## config.mk

```make
export PLATFORM = sky130hd
export DESIGN_NAME = wb_chk_channel
export DESIGN_NICKNAME = d
export VERILOG_FILES = /design/src/rtl/wb_chk_pkg.sv /design/src/rtl/wb_chk_channel.sv
export SDC_FILE = /design/constraint.sdc
export NUM_CORES = 1
export LEC_CHECK = 0
export BUFFER_PORTS_ARGS = -buffer_cell sky130_fd_sc_hd__buf_2
export CORE_AREA = 10 10 61 112
export CTS_CLUSTER_DIAMETER = 30
export CTS_CLUSTER_SIZE = 8
export DETAILED_ROUTE_END_ITERATION = 12
export DIE_AREA = 0 0 71 122
export GPL_TIMING_DRIVEN = 1
export PLACE_DENSITY = 0.7
export SYNTH_ARGS = -nofsm -noshare
export SYNTH_HDL_FRONTEND = slang
export SYNTH_SLANG_ARGS = --single-unit
export TNS_END_PERCENT = 20
```

## constraint.sdc

```tcl
create_clock -name clk -period 1.53 [get_ports clk]
set_input_delay 0.2295 -clock clk [delete_from_list [all_inputs] [get_ports clk]]
set_output_delay 0.2295 -clock clk [all_outputs]
set_load 0.02 [all_outputs]
```

## src/rtl/wb_chk_pkg.sv

```systemverilog
// Shared types and default constants for the Wishbone register-write checker.
package wb_chk_pkg;

   localparam int unsigned TAG_W     = 16;
   localparam int unsigned ADDR_W    = 32;
   localparam int unsigned DLY_W     = 4;
   localparam int unsigned CNT_W_DEF = 8;

   localparam logic [TAG_W-1:0] START_TAG_DEF = 16'hAB60;
   localparam logic [TAG_W-1:0] PASS_TAG_DEF  = 16'hAB61;
   localparam logic [TAG_W-1:0] DONE_TAG_DEF  = 16'hAB62;

   typedef enum logic [1:0] {
      ST_IDLE,
      ST_ARMED,
      ST_EVAL,
      ST_DONE
   } chk_state_e;

endpackage

```

## src/rtl/wb_chk_channel.sv

```systemverilog
// One checked register: address match, captured write data, delay counter, seen/err flags.
module wb_chk_channel
   import wb_chk_pkg::*;
#(
   parameter logic [ADDR_W-1:0] ADDR      = '0,
   parameter int unsigned       DATA_W    = 32,
   parameter int unsigned       CHK_DELAY = 2
) (
   input  logic              clk,
   input  logic              rst_n,
   input  logic [ADDR_W-1:0] adr,
   output logic              match_c,
   input  logic              wr,
   input  logic [DATA_W-1:0] dat,
   input  logic [DATA_W-1:0] reg_val,
   input  logic              clear,
   output logic              pending,
   output logic              seen,
   output logic              err
);

   logic [DATA_W-1:0] cap;
   logic [DLY_W-1:0]  cnt;

   assign match_c = (adr == ADDR);

   // A new write always reloads, so an older pending compare is silently dropped.
   always_ff @(posedge clk or negedge rst_n) begin
      if (!rst_n) begin
         cap     <= '0;
         cnt     <= '0;
         pending <= 1'b0;
         seen    <= 1'b0;
         err     <= 1'b0;
      end else begin
         if (clear) begin
            seen <= 1'b0;
            err  <= 1'b0;
         end
         if (wr) begin
            cap     <= dat;
            cnt     <= DLY_W'(CHK_DELAY);
            pending <= 1'b1;
         end else if (clear) begin
            pending <= 1'b0;
         end else if (pending) begin
            if (cnt == '0) begin
               pending <= 1'b0;
               seen    <= 1'b1;
               if (reg_val != cap) err <= 1'b1;
            end else begin
               cnt <= cnt - DLY_W'(1);
            end
         end
      end
   end

endmodule

```

==> reports/metrics.csv, run 1 <==
metric,value,unit
I/O Pins,104,
Final Instance Area,2730,µm²
data arrival time of the worst path,1.68,ns
row count,37,
CTS Sinks,39,
DRC Markers,0,
CP peak stage delay,0.40,ns
met2 wire len,2980,µm
yosys warns,0,
final wirelength,5380,µm
DR WL met3,572,µm
Setup-failing EPs final,0,
initial antenna violation count,0,
syn_nets,256,
most frequent cells in the layout,"buf_2, dfrtp_1, xor2_1, mux2_2, nor4_1",
Die Wd,71,µm
Die Span Y,122,µm
All-Layer GR Usage,12.0,%
Die Area,8660,µm²
Critical Path RT,1.71,ns
DR top layer,met4,
H-tree levels,2,
max frequency,0.665,GHz
total gr overflow,0,
Ant. Diodes,0,
"commonest non-fill, non-tap cell in the layout",buf_2,
Routed wire per std cell,16.4,µm
transition time of the tightest slew-check pin,0.300,ns
register area,976,µm²
vias in the first global route,1851,
"Largest delay share family, worst path",simple AND/OR/NAND/NOR gates,
slowest CP cell,dfrtp_1,
Peak VDD IR,1040,µV
skew final,0.00694,ns
Final Slew Violations,0,
FILL cells,497,
first-pass GRT wire length,8360,µm
fin crit period,1.50,ns
"CTS clk-pin slew, worst paths",0.08,ns
CTS max path bufs,2,
Nets,370,
crit path launch type,flip-flop,
count of different cell masters after synthesis,21,
Vias,1598,
CP Cell Sequence,"inv_2, ha_4, nor3b_4, nor3b_4, nand2_1, xor2_1, nor2_1",
share of cells above drive strength 1,58.7,%
Worst-Skew Late Latency,0.29,ns
Multi-input gate area,955,µm²
register area share after synthesis,50.4,%
GPL Wtd Cong,0.753,
"most used cell, CP",nor3b_4,
post-synthesis average cell area,12.6,µm²
port bufs,103,
worst hold slack,0.166,ns
Fin. Hold Viols,0,
Initial DRC Count,4,
hpwl dp,4500,µm
placed inst area,2560,µm²
CTS Buf Count,5,
Setup CP Type,reg2reg,
Power Dens Cells,945,nW/µm²
crit path max fanout,6,
unrepaired setup endpoints after global routing,yes,
synth-to-layout area growth,40.8,%
Mapped Area,1940,µm²
CTS root buf,clkbuf_8,
first-pass detailed-route iteration total,3,
CTS tree,yes,
WP buf/inv,1,
nature of the critical path endpoint,flip-flop,
Slew HR,79.8,%
vias per cell,4.89,
Max Cap Viol,0,
status,finished clean,
fin crit share,98.3,%
total core area,5090,µm²
initial core utilization,38.0,%
Hold Crit Class,in2reg,
Seq cells post-synth,39,
Mapped Cells,154,
Leak,1.32,nW
final antenna-violating net count,0,
pin count of the biggest net entering global routing,39,
met1 WL,1700,µm
[layout make-up]
cell class | instances | share of cell area [%]
clock buffer | 6 | 3.03
tap | 58 | 2.66
timing repair buffer | 111 | 21.7
clock inverter | 2 | 1.28
multi-input combinational | 107 | 35.0
sequential | 39 | 35.8
inverter | 4 | 0.551
[registers in the layout (all words and copies together), names as in the netlist]
| name | count |
|---|---|
| cap | 32 |
| pending | 1 |
| cnt | 4 |
| seen | 1 |
| err | 1 |
[metal layers]
| layer | vias to the layer above | track usage, % |
|---|---|---|
| li1 | 769 | - |
| met1 | 744 | 9.78 |
| met2 | 74 | 23.3 |
| met3 | 11 | 5.21 |
| met4 | 0 | 5.84 |
| met5 | - | 0 |
[stage by stage]
| step | utilization [%] | setup slack (ns) | setup TNS (ns) | power [mW] | std cells |
|---|---|---|---|---|---|
| after floorplan | - | 0.149 | 0 | 1.46 | 154 |
| after global placement | 50.3 | 0.00715 | 0 | 1.67 | 317 |
| after detailed placement | 50.3 | -0.00124 | -0.00124 | 1.69 | 317 |
| after CTS | 53.0 | 0.00545 | 0 | 2.59 | 326 |
| after global routing | 53.5 | -0.0783 | -0.148 | 2.70 | 327 |
| final | 53.5 | 0.0258 | 0 | 2.58 | 327 |
[where the power goes]
part	switching [mW]	leakage (nW)	internal, mW
clock network	0.366	0.0612	0.528
registers	0.0706	0.463	1.13
logic	0.201	0.792	0.281
[repair_timing]
action / 4_1_cts / 5_1_grt
hold buffers: 1 / 0
endpoints found under the hold margin: 12 / 0
pin swaps: 0 / 8
endpoints found under the setup margin: 1 / 4
setup buffers: 0 / 1
gates resized for setup: 2 / 5
[worst paths after layout]
kind                               startpoint             endpoint  slack, ns  depth (start not counted)
setup reg to reg           cnt[0]$_DFFE_PN0P_   cnt[3]$_DFFE_PN0P_       0.03                          7
hold / removal                        dat[29]  cap[29]$_DFFE_PN0P_       0.17                          2
setup / recovery           cnt[0]$_DFFE_PN0P_   cnt[3]$_DFFE_PN0P_       0.03                          7
min in group asynchronous               rst_n  cap[21]$_DFFE_PN0P_       0.35                          2
hold reg to reg            cap[0]$_DFFE_PN0P_   cap[0]$_DFFE_PN0P_       0.53                          1
max in group asynchronous               rst_n  cap[10]$_DFFE_PN0P_       0.63                          3
[synth_stat cells]
cell	number	area share (%)
a21oi_1	1	0.26
buf_2	3	0.77
buf_4	1	0.39
dfrtp_1	39	50
ha_1	2	1.3
inv_1	4	0.77
mux2_2	32	19
nand2_1	3	0.58
nand2b_1	1	0.32
nand3b_1	1	0.39
nand4_1	4	1.3
nor2_1	5	0.97
nor3_1	1	0.26
nor3b_2	1	0.65
nor3b_4	1	0.97
nor4_1	16	5.2
o21ai_0	1	0.26
o21ai_1	2	0.52
or2_2	1	0.32
xnor2_1	1	0.45
xor2_1	34	15
[cell families after synthesis]
kind of cell | Yosys count | share of synthesized area [%]
AND/OR/NAND/NOR | 34 | 10.9
buffers and inverters | 8 | 1.94
XOR/XNOR | 35 | 15.8
adder cells (fa/ha/maj) | 2 | 1.29
flip-flops | 39 | 50.4
AO/OA/AOI/OAI | 4 | 1.03
multiplexers | 32 | 18.6
No activity file was read; power rests on OpenSTA's default activity.
==> run 2: changes to the inputs <==
--- a/config.mk
+++ b/config.mk
@@ -5,12 +5,13 @@
 export SDC_FILE = /design/constraint.sdc
 export NUM_CORES = 1
 export LEC_CHECK = 0
+export ABC_AREA = 1
 export BUFFER_PORTS_ARGS = -buffer_cell sky130_fd_sc_hd__buf_2
-export CORE_AREA = 10 10 61 112
+export CORE_AREA = 10 10 62 115
 export CTS_CLUSTER_DIAMETER = 30
 export CTS_CLUSTER_SIZE = 8
 export DETAILED_ROUTE_END_ITERATION = 12
-export DIE_AREA = 0 0 71 122
+export DIE_AREA = 0 0 72 125
 export GPL_TIMING_DRIVEN = 1
 export PLACE_DENSITY = 0.7
 export SYNTH_ARGS = -nofsm -noshare
==> run 2 against run 1 <==
Non-clock buffer count is 2 lower. Register-to-register slack better by 0.20 ns. Flip-flop and latch count unchanged. Sequential share of layout area is 0.15 points lower. Area after synthesis grew 6.3%. Hold slack got worse by 0.028 ns.
==> reports/metrics.csv, run 2 <==
metric,value,unit,change
crit path max fanout,4,,was 6
hpwl dp,4900,µm,was 4500 µm
row count,38,,was 37
final wirelength,5850,µm,was 5380 µm
fin crit period,1.30,ns,was 1.50 ns
most frequent cells in the layout,"nand2_1, buf_2, dfrtp_1, inv_1, xnor2_1",,"was buf_2, dfrtp_1, xor2_1, mux2_2, nor4_1"
Hold Crit Class,in2reg,,unchanged
Slew HR,59.2,%,was 79.8%
status,finished clean,,unchanged
Initial DRC Count,58,,was 4
Leak,1.52,nW,was 1.32 nW
share of cells above drive strength 1,31.1,%,was 58.7%
TNS Setup,0,ns,unchanged
Max Cap Viol,0,,unchanged
DR WL met3,504,µm,was 572 µm
dominant cell type by area after synthesis,dfrtp_1,,unchanged
first-pass detailed-route iteration total,4,,was 3
Peak VDD IR,644,µV,was 1040 µV
total core area,5330,µm²,was 5090 µm²
Power Dens Cells,867,nW/µm²,was 945 nW/µm²
register area share after synthesis,47.4,%,was 50.4%
Fin. Hold Viols,0,,unchanged
Routed wire per std cell,13.3,µm,was 16.4 µm
Ant. Diodes,0,,unchanged
fin crit share,85.2,%,was 98.3%
unrepaired setup endpoints after global routing,no,,was yes
vias per cell,4.57,,was 4.89
largest cells by area after synthesis,"dfrtp_1, nand2_1, xnor2_1",,"was dfrtp_1, mux2_2, xor2_1"
skew final,0.00457,ns,was 0.00694 ns
Setup CP Type,reg2reg,,unchanged
Worst-Skew Late Latency,0.28,ns,was 0.29 ns
Seq cells post-synth,39,,unchanged
DRC Markers,0,,unchanged
CTS tree,yes,,unchanged
All-Layer GR Usage,12.8,%,was 12.0%
vias in the first global route,2099,,was 1851
Vias,2010,,was 1598
Regs by FF count,"cap: 32 flops, cnt: 4 flops",,unchanged
GPL Wtd Cong,0.813,,was 0.753
nature of the critical path endpoint,flip-flop,,unchanged
Gate power share,22.5,%,was 18.7%
Die Area,9000,µm²,was 8660 µm²
data arrival time of the worst path,1.51,ns,was 1.68 ns
Mapped Area,2060,µm²,was 1940 µm²
register share of total power,50.6,%,was 46.6%
yosys warns,0,,unchanged
CTS Sinks,39,,unchanged
transition time of the tightest slew-check pin,0.613,ns,was 0.300 ns
max reg flops,32,,unchanged
port bufs,103,,unchanged
synth-to-layout area growth,33.0,%,was 40.8%
count of different cell masters after synthesis,18,,was 21
Setup-failing EPs final,0,,unchanged
initial core utilization,38.7,%,was 38.0%
Biggest register,cap,,unchanged
ys async rst share,100,%,unchanged
met1 WL,2510,µm,was 1700 µm
Clock Power Share,26.9,%,was 34.7%
CTS root buf,clkbuf_8,,unchanged
switching part of the total,28.5,%,was 24.7%
initial antenna violation count,0,,unchanged
CTS max path bufs,2,,unchanged
met2 wire len,2800,µm,was 2980 µm
Post-synth EDFFs,0,,unchanged
Final Slew Violations,0,,unchanged
Nets,483,,was 370
Die Wd,72,µm,was 71 µm
H-tree levels,2,,unchanged
crit path launch type,flip-flop,,unchanged
pin count of the biggest net entering global routing,28,,was 39
CTS Buf Count,5,,unchanged
syn_nets,374,,was 256
DR top layer,met4,,unchanged
"CTS clk-pin slew, worst paths",0.07,ns,was 0.08 ns
post-synthesis average cell area,7.57,µm²,was 12.6 µm²
"commonest non-fill, non-tap cell in the layout",nand2_1,,was buf_2
max frequency,0.767,GHz,was 0.665 GHz
net load switching power,676,µW,was 637 µW
first-pass GRT wire length,9680,µm,was 8360 µm
I/O Pins,104,,unchanged
Die Span Y,125,µm,was 122 µm
Mapped Cells,272,,was 154
worst hold slack,0.139,ns,was 0.166 ns
Internal Power,1.70,mW,was 1.94 mW
total gr overflow,0,,unchanged
main flop type after synthesis,dfrtp_1,,unchanged
top-count cell post-synth,nand2_1,,was dfrtp_1
Critical Path RT,1.74,ns,was 1.71 ns
final antenna-violating net count,0,,unchanged
most common library cells after synthesis,"nand2_1, dfrtp_1, inv_1, xnor2_1, nor2_1",,"was dfrtp_1, xor2_1, mux2_2, nor4_1, nor2_1"
setup repair bufs after CTS,0,,unchanged
Synth top area share,47.4,%,was 50.4%
==> run 2: worst max-delay path, stage by stage (launching register included) <==
cell and delay, ns:
dfrtp_1 0.37, inv_1 0.09, ha_1 0.21, nand2_2 0.09
nand2_2 0.06, nor4_2 0.18, o21ai_0 0.12, a21oi_1 0.11
==> run 2: cells by family (layout without fill, tap and decap cells) <==
family,after synthesis,in the layout,share of synthesized area (%)
xor+xnor,23,23,9.79
buf+inv,31,139,5.90
compound gates,16,16,3.89
fa+ha+maj,2,2,1.22
simple gates,161,161,31.8
flops,39,39,47.4
==> run 2: final cells by class <==
class	count	area, µm²
fill	557	2590
sequential	39	976
multi-input combinational	202	961
timing repair buffer	109	563
inverter	24	90.1
tap	60	75.1
clock buffer	6	72.6
==> run 2: final timing paths <==
check,startpoint,slack [ns],cells after the start,endpoint
min,dat[15],0.14,3,cap[15]$_DFFE_PN0P_
min reg2reg,cnt[3]$_DFFE_PN0P_,0.47,1,cnt[3]$_DFFE_PN0P_
min in group asynchronous,rst_n,0.49,2,cap[31]$_DFFE_PN0P_
max in group asynchronous,rst_n,0.49,3,cap[27]$_DFFE_PN0P_
max,cnt[0]$_DFFE_PN0P_,0.23,7,cnt[3]$_DFFE_PN0P_
max reg2reg,cnt[0]$_DFFE_PN0P_,0.23,7,cnt[3]$_DFFE_PN0P_
==> run 2: through the flow <==
step	instances	util, %	power [mW]	instance area [µm²]	worst slack [ns]
final	440	51.4	2.37	2740	0.227
after global routing	440	51.4	2.54	2740	0.0814
after CTS	440	51.4	2.41	2740	0.202
after detailed placement	433	49.9	1.76	2660	0.223
after global placement	433	49.9	1.73	2660	0.282
after floorplan	272	-	1.52	2060	0.369
==> run 2: power by group through the flow <==
stage | sequential, mW | clock, mW | combinational (mW)
finish | 1.20 | 0.637 | 0.534
global route | 1.22 | 0.702 | 0.619
CTS | 1.20 | 0.664 | 0.543
detailed placement | 1.22 | 0 | 0.538
global placement | 1.22 | 0 | 0.517
floorplan | 1.22 | 0 | 0.304
==> run 2: metal layers <==
metal	vias to the layer above	track usage, %
li1	1044	-
met1	883	16.4
met2	79	19.8
met3	4	4.67
met4	0	3.21
met5	-	0
==> run 2: repair_timing <==
| action | in CTS | in global routing |
|---|---|---|
| hold buffers | 1 | 0 |
| endpoints found under the hold margin | 25 | 0 |
| endpoints found under the setup margin | 0 | 0 |
| resized for setup | 0 | 0 |
